File: src/rtl/present_pkg.sv
// Shared PRESENT constants: widths, round count, S-box table and key-schedule FSM states.
// The S-box table is shared with the round S-layer.
package present_pkg;

    localparam int KEY_W      = 80;
    localparam int STATE_W    = 64;
    localparam int NUM_ROUNDS = 32;

    // Entry [n] is S(n); the packed list is written from entry 15 down to entry 0.
    localparam logic [15:0][3:0] SBOX_TBL = {
        4'h2, 4'h1, 4'h7, 4'h4, 4'h8, 4'hF, 4'hE, 4'h3,
        4'hD, 4'hA, 4'h0, 4'h9, 4'hB, 4'h6, 4'h5, 4'hC
    };

    typedef enum logic [0:0] {
        IDLE = 1'b0,
        EMIT = 1'b1
    } ks_state_t;

endpackage

File: src/rtl/present_sbox.sv
// PRESENT 4-bit S-box lookup, purely combinational.
// Zero latency, no flow control.
module present_sbox
    import present_pkg::*;
(
    input  logic [3:0] i_nib,
    output logic [3:0] o_nib
);

    assign o_nib = SBOX_TBL[i_nib];

endmodule

File: src/rtl/present_key_schedule.sv
// Iterative PRESENT-80 key schedule: loads a user key, then streams K1..K(NUM_RK) over valid/ready.
// Load-to-first-key is 1 cycle; a stalled key holds rk/rk_idx until rk_ready, and done pulses after the last transfer.
module present_key_schedule
    import present_pkg::*;
#(
    parameter int NUM_RK = NUM_ROUNDS
) (
    input  logic             clk,
    input  logic             rst_n,
    input  logic             ld_valid,
    output logic             ld_ready,
    input  logic [KEY_W-1:0] ld_key,
    output logic             rk_valid,
    input  logic             rk_ready,
    output logic [KEY_W-1:0] rk,
    output logic [4:0]       rk_idx,
    output logic             done
);

    localparam logic [4:0] LAST_IDX = 5'(NUM_RK - 1);

    ks_state_t        r_state;
    ks_state_t        w_state_nxt;
    logic [KEY_W-1:0] r_key;
    logic [4:0]       r_idx;
    logic             r_done;

    logic             w_load;
    logic             w_xfer;
    logic             w_last;
    logic [KEY_W-1:0] w_rot;
    logic [3:0]       w_sb_out;
    logic [4:0]       w_cnt;
    logic [KEY_W-1:0] w_key_upd;

    // Round-key update: rotate left 61, S-box the top nibble, fold the round counter into bits 19:15.
    assign w_rot = {r_key[18:0], r_key[79:19]};
    assign w_cnt = r_idx + 5'd1;

    present_sbox u_sbox (
        .i_nib (w_rot[79:76]),
        .o_nib (w_sb_out)
    );

    assign w_key_upd = {w_sb_out, w_rot[75:20], w_rot[19:15] ^ w_cnt, w_rot[14:0]};

    always_ff @(posedge clk or negedge rst_n) begin
        if (!rst_n) begin
            r_state <= IDLE;
        end else begin
            r_state <= w_state_nxt;
        end
    end

    always_comb begin
        w_state_nxt = r_state;
        ld_ready    = 1'b0;
        w_load      = 1'b0;
        w_xfer      = 1'b0;
        w_last      = (r_idx == LAST_IDX);
        case (r_state)
            IDLE: begin
                ld_ready = 1'b1;
                w_load   = ld_valid;
                if (ld_valid) begin
                    w_state_nxt = EMIT;
                end
            end
            EMIT: begin
                w_xfer = rk_ready;
                if (rk_ready && w_last) begin
                    w_state_nxt = IDLE;
                end
            end
            default: w_state_nxt = IDLE;
        endcase
    end

    always_ff @(posedge clk or negedge rst_n) begin
        if (!rst_n) begin
            r_key  <= '0;
            r_idx  <= '0;
            r_done <= 1'b0;
        end else begin
            r_done <= w_xfer & w_last;
            if (w_load) begin
                r_key <= ld_key;
                r_idx <= '0;
            end else if (w_xfer && !w_last) begin
                r_key <= w_key_upd;
                r_idx <= w_cnt;
            end
        end
    end

    // The final key stays in r_key after the stream ends; rk_valid alone marks it stale.
    assign rk_valid = (r_state == EMIT);
    assign rk       = r_key;
    assign rk_idx   = r_idx;
    assign done     = r_done;

endmodule

File: config.mk
export PLATFORM = sky130hd
export DESIGN_NAME = present_key_schedule
export DESIGN_NICKNAME = d
export VERILOG_FILES = /design/src/rtl/present_pkg.sv /design/src/rtl/present_sbox.sv /design/src/rtl/present_key_schedule.sv
export SDC_FILE = /design/constraint.sdc
export NUM_CORES = 1
export LEC_CHECK = 0
export CAP_MARGIN = 15
export CORE_ASPECT_RATIO = 0.9
export CORE_MARGIN = 2
export CORE_UTILIZATION = 39
export CTS_CLUSTER_DIAMETER = 100
export DETAILED_ROUTE_END_ITERATION = 8
export HOLD_SLACK_MARGIN = 0.08
export PLACE_DENSITY = 0.84
export SYNTH_ARGS = -nofsm -noshare
export SYNTH_HDL_FRONTEND = slang
export SYNTH_HIERARCHICAL = 1
export SYNTH_SLANG_ARGS = --single-unit
File: constraint.sdc
create_clock -name clk -period 2.7 [get_ports clk]
set_clock_uncertainty 0.2 [all_clocks]
set_input_delay 0.81 -clock clk [delete_from_list [all_inputs] [get_ports clk]]
set_output_delay 0.81 -clock clk [all_outputs]
set_load 0.05 [all_outputs]
==> reports/metrics.yaml, run 1 <==
syn_avg_cell_area_um2: 10.57
die_w_um: 112.5
rsz0062_at_grt: "no"
cp_top_family: "buffers and inverters"
crit_buf_inv: 1
grt_overflow: 0
clockBufferDepth: 2
grt_pass1_vias: 3745
grt.met3_usage: 0.06164
worstSetupEndpointType: "output pin"
layout_min_cycle_time_ns: 2.615
io_pins: 172
cp_max_fo: 6
status: "finished, final reports clean"
seq_area_frac_synth: 0.5270
dp_slack_ns: -0.1504
cts_buffers: 9
arrival_ns: 1.61
drt_iter0_drc: 301
htree_levels: 3
path_cells: "clkdlybuf4s50_1"
ys_warn_count: 6
grt_busiest_layer: "met2"
dp_hpwl_mm: 8.659
grt_first_pass_wirelength_mm: 19.15
syn_area_um2: 4131
port-buffer-count: 171
initial_core_util: 0.4015
cts_root_buf: "clkbuf_16"
design_power_total_mw: 6.584
grt_max_degree: 83
die_area_um2: 11430
p_leak_nw: 3.060
die_h_um: 101.6
fin_area_um2: 6242
layout_commonest_cell: "clkdlybuf4s50_1"
use_met2: 0.3489
final_util: 0.6066
vias_per_cell: 5.445
startpoint: "rk_idx[2]"
fillers: 867
wl_per_cell_um: 18.34
cpPeakStageDelay_ns: 0.85
place_area_um2: 5934
ant_nets: 0
clkSinkCount: 87
use_met1: 0.2797
ys_ff_latch: 87
final_nets: 642
maxCapViolCount: 0
coreArea_um2: 10290
cts_tree: "built"
crit_path_start_kind: "flop"
slowest_stage: "clkdlybuf4s50_1"
grt_use_total: 0.2122
clock_latency_ns: 0.33
syn_nets: 482
hold_viol: 0
slew_headroom: 0.5819
setup_slack_ns: 0.08465
syn_inst: 391
gp_congestion: 0.8525
r2r_start: "rk_idx[1]"
synthDistinctLibCells: 35
max_freq_mhz: 382.4
crit_required_ns: 1.69
powerDensity_nw_per_um2: 1055
num_rows: 35
clkTransAtPathRegs_ns: 0.06
period_share: 0.9686
setup_viol: 0
peakVddDrop_mv: 0.6691
drtPass1Iterations: 4
antenna_found_initial: 0
finalMaxSlewViolations: 0
cts_setup_buffers: 0
tightest_slew_ns: 0.6256
wl_mm: 12.56
num_antenna_cells: 0
drive_gt1_frac: 0.06295
drcViolationCount: 0
final_cell_mix: "163 x clkdlybuf4s50_1, 87 x dfrtp_1, 59 x nand2_1"
hold_class: "input pin to asynchronous set/reset pin"
criticalPathCategory: "flop to output pin"
syn_to_final_growth_pct: 51.09
vias: 3730
## metrics by stage
stage	cells	setup TNS [ns]	hold slack, ns
floorplan	391	0	0.3144
global placement	668	-3.510	0.2858
detailed placement	668	-5.993	0.2882
CTS	684	0	0.1425
global route	685	0	0.1547
finish	685	0	0.1497
## cell type report
type                       instances  area (um2)  share of cell area
sequential                        87        2177              0.3488
multi-input combinational        269        1758              0.2816
inverter                           4       15.01            0.002405
timing repair buffer             180        1836              0.2940
tap                              129       161.4             0.02586
clock buffer                      13       280.3             0.04490
clock inverter                     3       15.01            0.002405
## Yosys cell counts (all sizes together)
master | n | area (um2)
dfrtp | 87 | 2177
nand2 | 59 | 221.5
a21o | 45 | 337.8
a22o | 45 | 394.1
nor2 | 36 | 142.6
a31oi | 27 | 168.9
buf | 22 | 162.6
clkbuf | 10 | 37.54
ha | 7 | 87.58
o21ai | 6 | 30.03
xnor2 | 6 | 52.55
nor3 | 5 | 25.02
o22ai | 5 | 31.28
a21oi | 4 | 20.02
inv | 4 | 15.01
mux2i | 3 | 30.03
nand3 | 3 | 15.01
xor2 | 3 | 26.28
and3 | 2 | 12.51
and3b | 2 | 21.27
mux4 | 2 | 45.04
nand2b | 1 | 6.260
nand3b | 1 | 7.510
nor2b | 1 | 8.760
nor3b | 1 | 7.510
o21a | 1 | 7.510
o21bai | 1 | 7.510
o2bb2ai | 1 | 8.760
xor3 | 1 | 23.77
## routing by layer
metal  wire, um  up-vias
met4        180        0
li1           -     1723
met5          0        -
met1       5403     1857
met2       6143      134
met3        832       16
## repair_timing
item / 4_1_cts / 5_1_grt
endpoints found under the setup margin: 3 / 21
resized for setup: 3 / 3
hold buffers: 0 / 0
gates cloned: 0 / 1
pin swaps: 0 / 1
## cell families after synthesis
kind of cell	after synthesis	synth area share
compound gates	135	0.2435
simple gates	111	0.1133
flops	87	0.5270
buf+inv	36	0.05209
xor+xnor	10	0.02483
fa+ha+maj	7	0.02120
mux	5	0.01817
## path summary, 6_finish.rpt
check	end	slack, ns	depth (start not counted)
setup / recovery	rk_idx[2]	0.08	1
hold / removal	rk[15]	0.15	1
setup reg to reg	rk[63]	0.27	7
hold reg to reg	rk[1]	0.30	1
max in group asynchronous	rk[40]	1.48	2
min in group clk	rk[1]	0.30	1
## registers in the layout (all words and copies together), names as in the netlist
name      count
rk_valid      1
rk_idx        5
rk           80
done          1
## report_power, final
part	switching (mW)	internal, mW	leakage (nW)
logic	2.01	1.26	1.78
clock network	0.477	0.719	0.151
registers	0.422	1.69	1.12
No activity file was read; power rests on OpenSTA's default activity.
==> inputs of run 2 (changes only) <==
==> constraint.sdc (replaced) <==
create_clock -name clk -period 2.6 [get_ports clk]
set_clock_uncertainty 0.2 [all_clocks]
set_input_delay 0.78 -clock clk [delete_from_list [all_inputs] [get_ports clk]]
set_output_delay 0.78 -clock clk [all_outputs]
set_load 0.05 [all_outputs]
==> run 2 against run 1 <==
Worst setup slack worse by 0.033 ns. Die area unchanged. Worst hold slack better by 0.025 ns. Largest cell class unchanged.
==> reports/metrics.yaml, run 2 (same netlist as run 1, synthesis figures left out) <==
grt_overflow: 0  # unchanged
crit_required_ns: 1.62  # was 1.69 ns
antenna_found_initial: 0  # unchanged
slowest_stage: "clkdlybuf4s50_1"  # unchanged
wl_mm: 12.75  # was 12.56 mm
arrival_ns: 1.57  # was 1.61 ns
grt_use_total: 0.2190  # was 0.2122
die_area_um2: 11430  # unchanged
layout_min_cycle_time_ns: 2.548
grt_first_pass_wirelength_mm: 19.81  # was 19.15 mm
path_cells: "clkdlybuf4s50_1"  # unchanged
cp_max_fo: 3  # was 6
final_cell_mix: "153 x clkdlybuf4s50_1, 87 x dfrtp_1, 59 x nand2_1"  # was 163 x clkdlybuf4s50_1, 87 x dfrtp_1, 59 x nand2_1
cts_root_buf: "clkbuf_16"  # unchanged
largest_register_ffs: 80  # unchanged
worstSetupEndpointType: "output pin"  # unchanged
cts_hold_buf: 0  # unchanged
layout_commonest_cell: "clkdlybuf4s50_1"  # unchanged
io_pins: 172  # unchanged
clkSinkCount: 87  # unchanged
finalMaxSlewViolations: 0  # unchanged
fin_area_um2: 6285  # was 6242 um2
grt_max_degree: 59  # was 83
port-buffer-count: 171  # unchanged
fin_hold_ws_ns: 0.1744  # was 0.1497 ns
criticalPathCategory: "flop to output pin"  # unchanged
clockBufferDepth: 2  # unchanged
multi_input_area_um2: 1758  # unchanged
design_power_total_mw: 6.999  # was 6.584 mW
cts_buffers: 9  # unchanged
rsz0062_at_grt: "no"  # unchanged
tightest_slew_ns: 0.6157  # was 0.6256 ns
die_w_um: 112.5  # unchanged
final_util: 0.6107  # was 0.6066
seq_area_um2: 2177  # unchanged
htree_levels: 3  # unchanged
max_freq_mhz: 392.5
clkTransAtPathRegs_ns: 0.06  # about the same
cp_top_family: "buffers and inverters"  # unchanged
fillers: 852  # was 867
crit_buf_inv: 1  # unchanged
die_h_um: 101.6  # unchanged
powerDensity_nw_per_um2: 1114  # was 1055 nW/um2
fin_setup_tns_ns: 0  # unchanged
ant_nets: 0  # unchanged
setup_viol: 0  # unchanged
vias_per_cell: 5.501  # was 5.445
status: "finished, final reports clean"  # unchanged
maxCapViolCount: 0  # unchanged
cts_tree: "built"  # unchanged
period_share: 0.9799
initial_core_util: 0.4015  # unchanged
drive_gt1_frac: 0.09123  # was 0.06295
cpPeakStageDelay_ns: 0.83  # was 0.85 ns
coreArea_um2: 10290  # unchanged
peakVddDrop_mv: 0.5002  # was 0.6691 mV
p_leak_nw: 3.106  # was 3.060 nW
slew_headroom: 0.5885  # was 0.5819
vias: 3785  # was 3730
num_antenna_cells: 0  # unchanged
crit_path_start_kind: "flop"  # unchanged
hold_viol: 0  # unchanged
drtPass1Iterations: 5  # was 4
drcViolationCount: 0  # unchanged
place_area_um2: 5937  # was 5934 um2
wl_per_cell_um: 18.54  # was 18.34 um
gp_congestion: 0.8320  # was 0.8525
syn_to_final_growth_pct: 52.12  # was 51.09%
grt_pass1_vias: 3695  # was 3745
num_rows: 35  # unchanged
clock_latency_ns: 0.33  # about the same
drt_iter0_drc: 181  # was 301
final_nets: 645  # was 642
hold_class: "input pin to asynchronous set/reset pin"  # unchanged
dp_hpwl_mm: 8.704  # was 8.659 mm
run 2: cell count changes in the layout (fill, tap and decap cells not counted), moves of 3 or more:
| cell | before | now |
|---|---|---|
| clkdlybuf4s50_1 | 163 | 153 |
| clkbuf_8 | 4 | 0 |
| dlygate4sd2_1 | 3 | 0 |
| clkinv_2 | 3 | 0 |
| buf_4 | 7 | 21 |
run 2: report_power, final:
| group | total [mW] | switching (mW) | leakage, nW | internal [mW] |
|---|---|---|---|---|
| Combinational | 3.38 | 2.09 | 1.82 | 1.30 |
| Sequential | 2.19 | 0.440 | 1.12 | 1.75 |
| Clock | 1.42 | 0.569 | 0.157 | 0.853 |
run 2: final timing paths:
check / startpoint / end / slack [ns] / cells after the start
max in group asynchronous: rst_n / rk[12] / 1.46 / 2
min: rst_n / rk[15] / 0.17 / 1
max: rk[14] / rk[14] / 0.05 / 1
min in group clk: rk[7] / rk[7] / 0.30 / 1
max reg2reg: rk_idx[1] / rk[16] / 0.16 / 8
min reg2reg: rk[7] / rk[7] / 0.30 / 1
run 2: routing by layer:
layer  GRT usage  vias up  share of wire
met2      0.3628      158           0.49
met4     0.05629        0          0.015
met1      0.2947     1885           0.43
li1            -     1726              -
met5           0        -              0
met3     0.05027       16          0.070
run 2: per-stage QoR:
step | std cells | setup WS (ns)
floorplan | 391 | 0.1697
global placement | 671 | -0.1252
detailed placement | 671 | -0.1867
CTS | 687 | 0.009982
global route | 688 | 0.004870
finish | 688 | 0.05213
run 2: layout make-up:
class / count / share of cell area
Sequential cell: 87 / 0.3464
Timing Repair Buffer: 183 / 0.2936
Multi-Input combinational cell: 269 / 0.2797
Clock buffer: 9 / 0.03584
Tap cell: 129 / 0.02568
Clock inverter: 7 / 0.01632
Inverter: 4 / 0.002389
run 2: what timing repair did:
action | CTS | global route
hold endpoints to repair | 0 | 0
endpoints found under the setup margin | 0 | 47
resized for setup | 0 | 4
setup buffers | 0 | 0
==> inputs of run 3 (changes only) <==
--- a/config.mk
+++ b/config.mk
@@ -10,6 +10,7 @@
 export CORE_MARGIN = 2
 export CORE_UTILIZATION = 39
 export CTS_CLUSTER_DIAMETER = 100
+export CTS_CLUSTER_SIZE = 10
 export DETAILED_ROUTE_END_ITERATION = 8
 export HOLD_SLACK_MARGIN = 0.08
 export PLACE_DENSITY = 0.84
==> results of run 3 <==
No change in the layout: final DEF, timing and power equal those of run 2.
